<file path="src/rtl/snes_pkg.sv">
// Shared constants for the SNES poll scheduler: reader bit positions, stable-vector
// indices, event field layout, FSM encoding and the debug view of the scheduler.
package snes_pkg;

    localparam int RD_B     = 0;
    localparam int RD_UP    = 4;
    localparam int RD_DOWN  = 5;
    localparam int RD_LEFT  = 6;
    localparam int RD_RIGHT = 7;
    localparam int RD_A     = 8;

    localparam int BTN_B     = 0;
    localparam int BTN_UP    = 1;
    localparam int BTN_DOWN  = 2;
    localparam int BTN_LEFT  = 3;
    localparam int BTN_RIGHT = 4;
    localparam int BTN_A     = 5;
    localparam int NUM_BTN   = 6;

    localparam int EVT_PRESS   = 3;
    localparam int EVT_IDX_MSB = 2;
    localparam int EVT_W       = 4;

    typedef enum logic [2:0] {
        ST_IDLE = 3'd0,
        ST_REQ  = 3'd1,
        ST_WAIT = 3'd2,
        ST_EVAL = 3'd3,
        ST_EMIT = 3'd4
    } state_e;

    typedef struct packed {
        state_e     state;
        logic       fifo_full;
        logic [2:0] scan_idx;
    } dbg_t;

endpackage

</file>
<file path="src/rtl/snes_poll_scheduler_if.sv">
// Start/done handshake between the scheduler (master) and the SNES reader (slave).
interface snes_poll_scheduler_if;
    // poll_start is a one-cycle request; the reader answers later with a one-cycle
    // poll_done pulse, and poll_data is only meaningful in that same cycle.
    logic        poll_start;
    logic        poll_done;
    logic [11:0] poll_data;

    modport master (output poll_start, input poll_done, input poll_data);
    modport slave  (input poll_start, output poll_done, output poll_data);
endinterface

</file>
<file path="src/rtl/snes_event_fifo.sv">
// First-word fall-through event FIFO with occupancy count and sticky overflow flag.
module snes_event_fifo #(
    parameter int DEPTH = 8,
    parameter int WIDTH = 4
) (
    input  logic             clk,
    input  logic             reset,
    input  logic             push,
    input  logic [WIDTH-1:0] din,
    input  logic             pop,
    output logic [WIDTH-1:0] dout,
    output logic             full,
    output logic             empty,
    input  logic             ovf_clr,
    output logic             overflow
);
    localparam int AW = (DEPTH > 1) ? $clog2(DEPTH) : 1;

    logic [WIDTH-1:0] mem [DEPTH];
    logic [AW-1:0]    wr_ptr;
    logic [AW-1:0]    rd_ptr;
    logic [AW:0]      count;
    logic             do_pop;
    logic             do_push;

    assign empty   = (count == '0);
    assign full    = (count == (AW+1)'(DEPTH));
    assign do_pop  = pop && !empty;
    // A pop in the same cycle frees the slot, so a push into a full FIFO still lands.
    assign do_push = push && (!full || do_pop);
    assign dout    = empty ? '0 : mem[rd_ptr];

    always_ff @(posedge clk) begin
        if (do_push) begin
            mem[wr_ptr] <= din;
        end
    end

    always_ff @(posedge clk or negedge reset) begin
        if (!reset) begin
            wr_ptr   <= '0;
            rd_ptr   <= '0;
            count    <= '0;
            overflow <= 1'b0;
        end else begin
            if (do_push) begin
                wr_ptr <= wr_ptr + 1'b1;
            end
            if (do_pop) begin
                rd_ptr <= rd_ptr + 1'b1;
            end
            count <= count + (AW+1)'(do_push) - (AW+1)'(do_pop);
            if (push && full && !do_pop) begin
                overflow <= 1'b1;
            end else if (ovf_clr) begin
                overflow <= 1'b0;
            end
        end
    end

endmodule

</file>
<file path="src/rtl/snes_poll_scheduler.sv">
// Periodically polls the SNES reader, debounces the returned buttons and queues
// press/release events for the CPU.
module snes_poll_scheduler
    import snes_pkg::*;
#(
    parameter int POLL_PERIOD = 833333,
    parameter int TIMEOUT     = 4096,
    parameter int DEBOUNCE    = 2,
    parameter int FIFO_DEPTH  = 8
) (
    input  logic                         clk,
    input  logic                         reset,
    input  logic                         enable,
    snes_poll_scheduler_if.master        rdr,
    output logic [NUM_BTN-1:0]           stable_buttons,
    output logic                         evt_valid,
    output logic [EVT_W-1:0]             evt_data,
    input  logic                         evt_rd,
    output logic                         evt_overflow,
    input  logic                         ovf_clr,
    output logic                         timeout_err,
    output dbg_t                         dbg
);
    localparam int PW = (POLL_PERIOD > 1) ? $clog2(POLL_PERIOD) : 1;
    localparam int TW = $clog2(TIMEOUT + 1);
    localparam logic [3:0] DB = 4'(DEBOUNCE);

    state_e               state, state_nx;
    logic [PW-1:0]        per_cnt;
    logic                 tick;
    logic [TW-1:0]        to_cnt, to_nx;
    logic [NUM_BTN-1:0]   sample, sample_nx;
    logic [NUM_BTN-1:0]   cand, cand_nx, cand_eval;
    logic [3:0]           db_cnt, db_nx, db_eval;
    logic [NUM_BTN-1:0]   stable, stable_nx;
    logic [NUM_BTN-1:0]   diff, diff_nx;
    logic [2:0]           scan_idx, idx_nx;
    logic                 terr_nx;
    logic                 poll_start;
    logic                 push;
    logic [EVT_W-1:0]     push_data;
    logic [NUM_BTN-1:0]   sample_in;
    logic                 fifo_full;
    logic                 fifo_empty;
    logic                 unused_data_bits;

    assign sample_in = {rdr.poll_data[RD_A], rdr.poll_data[RD_RIGHT], rdr.poll_data[RD_LEFT],
                        rdr.poll_data[RD_DOWN], rdr.poll_data[RD_UP], rdr.poll_data[RD_B]};
    assign unused_data_bits = ^{rdr.poll_data[11:9], rdr.poll_data[3:1]};

    // Period counter is parked at 0 while disabled so re-enabling gives a full period.
    always_ff @(posedge clk or negedge reset) begin
        if (!reset) begin
            per_cnt <= '0;
        end else if (!enable || per_cnt == PW'(POLL_PERIOD - 1)) begin
            per_cnt <= '0;
        end else begin
            per_cnt <= per_cnt + 1'b1;
        end
    end
    assign tick = enable && (per_cnt == PW'(POLL_PERIOD - 1));

    always_ff @(posedge clk or negedge reset) begin
        if (!reset) begin
            state       <= ST_IDLE;
            to_cnt      <= '0;
            sample      <= '0;
            cand        <= '0;
            db_cnt      <= '0;
            stable      <= '0;
            diff        <= '0;
            scan_idx    <= '0;
            timeout_err <= 1'b0;
        end else begin
            state       <= state_nx;
            to_cnt      <= to_nx;
            sample      <= sample_nx;
            cand        <= cand_nx;
            db_cnt      <= db_nx;
            stable      <= stable_nx;
            diff        <= diff_nx;
            scan_idx    <= idx_nx;
            timeout_err <= terr_nx;
        end
    end

    always_comb begin
        state_nx   = state;
        to_nx      = to_cnt;
        sample_nx  = sample;
        cand_nx    = cand;
        db_nx      = db_cnt;
        stable_nx  = stable;
        diff_nx    = diff;
        idx_nx     = scan_idx;
        terr_nx    = timeout_err;
        cand_eval  = cand;
        db_eval    = db_cnt;
        poll_start = 1'b0;
        push       = 1'b0;
        push_data  = '0;
        case (state)
            ST_IDLE: begin
                if (tick) begin
                    state_nx = ST_REQ;
                end
            end
            ST_REQ: begin
                poll_start = 1'b1;
                to_nx      = TW'(TIMEOUT - 1);
                state_nx   = ST_WAIT;
            end
            ST_WAIT: begin
                // A done arriving on the last timeout cycle still counts.
                if (rdr.poll_done) begin
                    sample_nx = sample_in;
                    terr_nx   = 1'b0;
                    state_nx  = ST_EVAL;
                end else if (to_cnt == '0) begin
                    terr_nx  = 1'b1;
                    state_nx = ST_IDLE;
                end else begin
                    to_nx = to_cnt - 1'b1;
                end
            end
            ST_EVAL: begin
                if (sample == cand) begin
                    db_eval = (db_cnt >= DB) ? DB : db_cnt + 1'b1;
                end else begin
                    cand_eval = sample;
                    db_eval   = 4'd1;
                end
                cand_nx = cand_eval;
                db_nx   = db_eval;
                if (db_eval == DB && cand_eval != stable) begin
                    diff_nx   = cand_eval ^ stable;
                    stable_nx = cand_eval;
                    idx_nx    = '0;
                    state_nx  = ST_EMIT;
                end else begin
                    state_nx = ST_IDLE;
                end
            end
            ST_EMIT: begin
                push      = diff[scan_idx];
                push_data = {stable[scan_idx], scan_idx};
                if (scan_idx == 3'(NUM_BTN - 1)) begin
                    state_nx = ST_IDLE;
                end else begin
                    idx_nx = scan_idx + 1'b1;
                end
            end
            default: begin
                state_nx = ST_IDLE;
            end
        endcase
    end

    snes_event_fifo #(
        .DEPTH (FIFO_DEPTH),
        .WIDTH (EVT_W)
    ) u_fifo (
        .clk      (clk),
        .reset    (reset),
        .push     (push),
        .din      (push_data),
        .pop      (evt_rd),
        .dout     (evt_data),
        .full     (fifo_full),
        .empty    (fifo_empty),
        .ovf_clr  (ovf_clr),
        .overflow (evt_overflow)
    );

    assign rdr.poll_start = poll_start;
    assign stable_buttons = stable;
    assign evt_valid      = !fifo_empty;
    assign dbg            = '{state: state, fifo_full: fifo_full, scan_idx: scan_idx};

endmodule
</file>
<file path="src/flat_wrapper.sv">
// flat-port wrapper written by rule: the top's interface ports become plain ports
module snes_poll_scheduler_flat import snes_pkg::*;
#(
    parameter int POLL_PERIOD = 833333,
    parameter int TIMEOUT     = 4096,
    parameter int DEBOUNCE    = 2,
    parameter int FIFO_DEPTH  = 8
)
  (clk, reset, enable, stable_buttons, evt_valid, evt_data, evt_rd, evt_overflow, ovf_clr, timeout_err, dbg, rdr_poll_start, rdr_poll_done, rdr_poll_data);
  snes_poll_scheduler_if rdr_i ();
  input  logic clk;
  input  logic reset;
  input  logic enable;
  output logic [NUM_BTN-1:0] stable_buttons;
  output logic evt_valid;
  output logic [EVT_W-1:0] evt_data;
  input  logic evt_rd;
  output logic evt_overflow;
  input  logic ovf_clr;
  output logic timeout_err;
  output dbg_t dbg;
  output wire logic [$bits(rdr_i.poll_start)-1:0] rdr_poll_start;
  input wire logic [$bits(rdr_i.poll_done)-1:0] rdr_poll_done;
  input wire logic [$bits(rdr_i.poll_data)-1:0] rdr_poll_data;
  assign rdr_poll_start = rdr_i.poll_start;
  assign rdr_i.poll_done = rdr_poll_done;
  assign rdr_i.poll_data = rdr_poll_data;
  snes_poll_scheduler #(.POLL_PERIOD(POLL_PERIOD), .TIMEOUT(TIMEOUT), .DEBOUNCE(DEBOUNCE), .FIFO_DEPTH(FIFO_DEPTH)) u_core (.clk(clk), .reset(reset), .enable(enable), .rdr(rdr_i), .stable_buttons(stable_buttons), .evt_valid(evt_valid), .evt_data(evt_data), .evt_rd(evt_rd), .evt_overflow(evt_overflow), .ovf_clr(ovf_clr), .timeout_err(timeout_err), .dbg(dbg));
endmodule
</file>
<file path="config.mk">
export PLATFORM = sky130hd
export DESIGN_NAME = snes_poll_scheduler_flat
export DESIGN_NICKNAME = d
export VERILOG_FILES = /design/src/rtl/snes_pkg.sv /design/src/rtl/snes_poll_scheduler_if.sv /design/src/rtl/snes_event_fifo.sv /design/src/rtl/snes_poll_scheduler.sv /design/src/flat_wrapper.sv
export SDC_FILE = /design/constraint.sdc
export NUM_CORES = 1
export LEC_CHECK = 0
export CAP_MARGIN = 20
export CORE_MARGIN = 2
export CORE_UTILIZATION = 50
export DETAILED_ROUTE_END_ITERATION = 16
export PLACE_DENSITY_LB_ADDON = 0.3
export RECOVER_POWER = 100
export SLEW_MARGIN = 20
export SYNTH_ARGS = -nofsm -noshare
export SYNTH_HDL_FRONTEND = slang
export SYNTH_HIERARCHICAL = 1
export SYNTH_SLANG_ARGS = --single-unit
</file>
<file path="constraint.sdc">
create_clock -name clk -period 7.31 [get_ports clk]
set_input_delay 0.731 -clock clk [delete_from_list [all_inputs] [get_ports clk]]
set_output_delay 0.731 -clock clk [all_outputs]
set_load 0.02 [all_outputs]
</file>
### After elaboration in Yosys (flattened, before gate mapping)

Memories as Yosys holds them, arrays and structs flattened.
Cells that the tools add are included.

| word-level totals | value |
|---|---|
| memories | 1 |
| output and inout bits | 21 |
| input bits | 18 |
| bits in writable memories | 32 |
| register bits | 79 |
| logic and storage cells | 100 |

| cells by class | value |
|---|---|
| reduce and logical (&&, ||, !) cells | 25 |
| $lt $le $gt $ge | 2 |
| add/sub/neg operators | 8 |
| mux-type cells | 32 |
| equal/unequal tests | 17 |
| bitwise logic cells | 1 |

Memories:

| memory | words | width | read ports | clocked after Yosys merged registers in | wr ports | RTL line | source |
|---|---|---|---|---|---|---|---|
| u_core.u_fifo.mem | 8 | 4 | 1 | 0 | 1 | snes_event_fifo.sv:19 | `logic [WIDTH-1:0] mem [DEPTH];` |

Operator list:

| cell | count |
|---|---|
| 13-bit 2-to-1 mux | 2 |
| 13-bit one-hot mux with 2 select lines | 1 |
| 3-bit 2-to-1 mux | 7 |
| 20-bit by 1-bit adder with 20-bit output, second input constant | 1 |
| 20-bit equality test, second input constant | 1 |
| 20-bit 2-to-1 mux | 1 |
| 4-bit 2-to-1 mux | 5 |
| 3-bit one-hot mux with 5 select lines | 1 |
| 13-bit logical NOT | 1 |
| 13-bit by 1-bit subtractor with 13-bit output, second input constant | 1 |
| 6-bit 2-to-1 mux | 2 |
| 1-bit 2-to-1 mux | 10 |
| 3-bit by 1-bit adder with 3-bit output, second input constant | 3 |
| 3-bit AND reduction | 3 |
| 2-bit nonzero test | 4 |
| 1-bit binary-select mux with 3-bit select | 2 |
| 3-bit by 2-bit equality test with 1-bit output, second input constant | 2 |
| 3-bit equality test, second input constant | 2 |
| 6-bit equality test | 1 |
| 1-bit logical AND | 6 |
| 2-bit by 1-bit inequality test with 1-bit output, second input constant | 3 |
| 2-bit inequality test, second input constant | 3 |
| 6-bit inequality test | 1 |
| 3-bit one-hot mux with 2 select lines | 1 |
| 15 further kinds | 21 |

### Longest topological paths before layout

| logic depth | value |
|---|---|
| depth in word-level cells | 8 |
| gate-level depth with buffers | 12 |
| depth with buffers taken out | 11 |

### By module

Netlist, hierarchy kept.

By module, submodules not included:

| module | area each (sq um) | sequential area each (sq um) | cells an instance | times used |
|---|---|---|---|---|
| snes_poll_scheduler | 3452.1 | 1701.6 | 315 | 1 |
| snes_event_fifo | 1926.8 | 1236.2 | 135 | 1 |

### Worst setup path before layout

No wires, ideal clock.

| timing path | value |
|---|---|
| path kind | flip-flop to flip-flop |
| start | register u_core.scan_idx[0] |
| end | register u_core.u_fifo.count[2] |
| period minus slack after synthesis | 2.762 ns |
| slack | 4.548 ns |
| stages on the path, launching flop included | 12 |
| arrival time | 2.639 ns |
| library setup time | 0.123 ns |
| required time | 7.187 ns |
| path buffers | 1 |
| cells stage by stage | dfrtp_1 -> clkbuf_1 -> mux4_2 -> mux2i_1 -> nor2_1 -> o21ai_4 -> ha_1 -> inv_1 -> ha_1 -> inv_1 -> fa_1 -> xnor2_1 |

| between the ends | value |
|---|---|
| word-level cells in the longest chain between the ends | 6 |

Ends and longest elaborated chain:

| item | RTL line | source |
|---|---|---|
| start, declared | snes_poll_scheduler.sv:37 | `logic [2:0] scan_idx, idx_nx;` |
| start signal, assigned | snes_poll_scheduler.sv:82 | `scan_idx <= idx_nx;` |
| 1-bit binary-select mux with 3-bit select | snes_poll_scheduler.sv:145 | `push = diff[scan_idx];` |
| 1-bit 2-to-1 mux (implied by the code) | snes_poll_scheduler.sv:145 |  |
| 1-bit 2-to-1 mux | snes_poll_scheduler.sv:102 | `case (state)` |
| via u_core.push | snes_poll_scheduler.sv:40 | `logic push;` |
| 1-bit logical AND | snes_event_fifo.sv:30 | `assign do_push = push && (!full \|\| do_pop);` |
| 4-bit by 1-bit adder with 4-bit output | snes_event_fifo.sv:52 | `count <= count + (AW+1)'(do_push) - (AW+1)'(do_pop);` |
| 4-bit by 1-bit subtractor with 4-bit output | snes_event_fifo.sv:52 |  |
| end signal, assigned | snes_event_fifo.sv:52 |  |
| end, declared | snes_event_fifo.sv:22 | `logic [AW:0] count;` |

The timed path passes the listed nets, and every way through them passes these cells. The select of a mux whose other input is x is not followed.
A chain may end at the register's enable or synchronous reset.

==> metrics.md <==
| Metric | Value |
|---|---|
| Peak ir drop on the vdd network | `234 uV` |
| Largest area contributor in the synthesized netlist | `dfrtp_1` |
| Cells after synthesis | `450` |
| Number of buffers added for setup after CTS | `0` |
| Top Ports | `39` |
| Width of the die | `108 um` |
| Flip-flop cell with the highest count after synthesis | `dfrtp_1` |
| Hold WS | `0.504 ns` |
| Largest delay share family, worst path | `buffers and inverters` |
| Number of design rule violations left after detail routing | `0` |
| Adder and majority cell fraction of the synthesized area | `3.86%` |
| Buffers & Inverters on Critical Path | `1` |
| Worst setup timing slack at the placement stage | `4.37 ns` |
| Top cells by area in the synthesized netlist | `dfrtp_1, edfxtp_1, mux2i_1` |
| Sum Neg Setup Slack | `0 ns` |
| Relative slew slack | `-179%` |
| Setup crit start | `reset` |
| Final Slew Violations | `91` |
| #FFs+latches synth | `111` |
| Crit path max fanout | `79` |
| Number of clock sinks seen by CTS | `111` |
| Slew at the pin with the worst max-slew slack | `4.18 ns` |
| Fin cells | `623` |
| Clock slew at reported path FFs | `0.10 ns` |
| Total routing usage reported by global routing | `18.1%` |
| Status | `complete, but fails checks` |
| RSZ-0062 raised after global routing | `no` |
| Post-DR wirelength/cell | `15.6 um` |
| Critical Path AT | `3.67 ns` |
| Number of global-route vias before repair | `3453` |
| Placed cell areas | `5800 sq um` |
| Async S/R FF share, synth | `71.2%` |
| Total setup violations reported at the end of the flow | `0` |
| Highest clock frequency the design can meet | `241 MHz` |
| Final worst clock skew | `0.00798 ns` |
| Drt pass-1 iters | `4` |
| Starting density of the core | `51.9%` |
| 1st-iter DRT viols | `142` |
| Residual overflow from global routing | `0` |
| Share of the core filled with cells | `57.5%` |
| Cell chain of the critical path | `clkbuf_1` |
| Sort of element at the end of the critical path | `asynchronous set/reset pin` |
| Weighted congestion reported at the end of routability-driven placement | `0.787` |
| Post-route cell area | `5970 sq um` |
| Area growth from synthesis to layout | `10.9%` |
| Count of cell types in the netlist | `59` |
| Most common library cell in the layout ignoring fill and taps | `dfrtp_1` |
| Leading cell types in the layout, fill and taps excluded | `dfrtp_1, nor2_1, nand2_1` |
| Routed Antenna Nets | `0` |
| Global-route wire length before repair | `16.5 mm` |
| Synth Cell Area | `5380 sq um` |
| Final routed wirelength across all metal layers | `9.69 mm` |
| Cell depth of the worst setup path | `1` |
| Cell count after placement | `607` |
| H-tree depth | `3` |
| Count of flip-flops with a built-in enable after synthesis | `32` |
| PnR worst setup slack | `3.16 ns` |
| Synthesized-area fraction occupied by and/or/nand/nor cells | `17.5%` |
| Final min period | `4.15 ns` |
| Cell with the largest stage delay on the worst path | `clkbuf_1` |
| Count of maximum capacitance violations | `2` |
| Via count | `3430` |
| Length in cells of the worst reg-to-reg path | `4` |
| Die outline height | `108 um` |
| Slowest stage delay, CP | `2.87 ns` |
| Synthesis Warnings | `6` |
| Hold Crit Class | `flop to flop` |
| Number of nets in the final layout | `516` |
| Standard cell core area | `10400 sq um` |
| CTS tree | `done` |
| Xor and xnor area share after synthesis | `7.00%` |
| Power Total | `1.69 mW` |
| Total of hold buffers inserted after clock tree synthesis | `0` |
| Layout cells sized above 1 | `8.62%` |
| Largest net degree at the start of global routing | `80` |
| Post-Synthesis Mean Instance Area | `12.0 sq um` |
| Crit start category | `input port` |
| Number of rows created at floorplan | `37` |
| Multiplexer area fraction after synthesis | `9.77%` |
| Main combinational cell family by area after synthesis | `simple AND/OR/NAND/NOR gates` |
| Number of antenna diodes | `0` |
| Post-cts sizing count | `0` |
| DPL Wire Length | `6.79 mm` |
| P_leak | `2.41 nW` |
| Number of buffers inserted during clock tree synthesis | `9` |
| Post-synth net total | `484` |
| Number of stages on the worst hold path | `1` |
| Compound-Gate Fraction of Synth Area | `4.56%` |
| Power density cells | `283 nW/um^2` |
| Launch point of the worst reg-to-reg path | `u_core/state[2]` |
| Initial antenna violation count | `0` |
| Die area | `11600 sq um` |
| Final Hold Vio Count | `0` |
| Worst Path Class, Setup | `input port to asynchronous set/reset pin` |
| Fraction of the yosys area taken by sequential cells | `54.6%` |
| Final period util | `56.8%` |
| Violations in the final reports | `capacitance limit, slew limit` |
| Number of input and output port buffers inserted | `32` |
| Skew-Pair Late Insertion Delay | `0.37 ns` |
| Maximum clock insertion buffer count | `2` |
| Via-to-Cell Ratio | `5.51` |
| HP Start | `u_core/db_cnt[3]` |
| WP data required | `6.83 ns` |
| Root buffer cell | `clkbuf_8` |
| Fraction of synthesized cell area taken by the top area cell type | `36.8%` |
## area by class of cell
cell class	instances	area, sq um
fillers	884	4400
flip-flops and latches	111	2940
multi-input cells	307	2250
repair buffers	32	314
well taps	136	170
clock buffers	9	124
clock inverters	7	95.1
inverters	21	78.8
## where the power goes
group / switching (mW) / leakage [nW] / internal, mW
registers: 0.122 / 1.30 / 0.714
logic: 0.228 / 1.00 / 0.227
clock network: 0.204 / 0.107 / 0.194
## sequential cells by signal (all words and copies together) (netlist names), 3 cells and up
signal and flops:
u_core/diff 6, u_core/u_fifo/count 4, u_core/u_fifo/wr_ptr 3, u_core/db_cnt 4, u_core/scan_idx 3, u_core/to_cnt 13
u_core/u_fifo/rd_ptr 3, u_core/cand 6, u_core/per_cnt 20, u_core/stable_buttons 6, u_core/sample 6, u_core/state 3
u_core/u_fifo/mem 32
## routing by layer
metal  global-route usage [%]  vias up  part of all wire (%)
li1                         -     1663                     -
met1                     23.6     1695                    46
met2                     29.9       64                    49
met3                     5.27        8                   4.3
met4                     4.49        0                  0.93
met5                        0        -                     0
## cells by family (layout without fill, tap and decap cells)
group                    count (synthesis)  in the layout
buffers and inverters                   32             69
flip-flops                             111            111
AO/OA/AOI/OAI                           36             36
adder cells (fa/ha/maj)                 16             16
AND/OR/NAND/NOR                        165            165
XOR/XNOR                                43             43
multiplexers                            47             47
## worst paths after layout
| kind | to | slack, ns |
|---|---|---|
| min in group asynchronous | u_core/per_cnt[6] | 1.82 |
| worst max-delay path | u_core/scan_idx[2] | 3.16 |
| worst min-delay path | u_core/db_cnt[3] | 0.50 |
| worst min register to register | u_core/db_cnt[3] | 0.50 |
| worst max register to register | u_core/stable_buttons[0] | 3.98 |
| max in group clk | evt_data[2] | 3.93 |
## synth_stat cells, drive strengths merged, types with 9 or more instances
cell type	number
and4	9
nand2	34
nor3	11
dfrtp	79
a21oi	9
inv	21
nand4	12
o21ai	10
nand3	13
edfxtp	32
ha	15
xor2	19
nor4	9
xnor2	24
mux2	21
nor2	43
mux2i	24
Power figures use the tool's default switching activity.
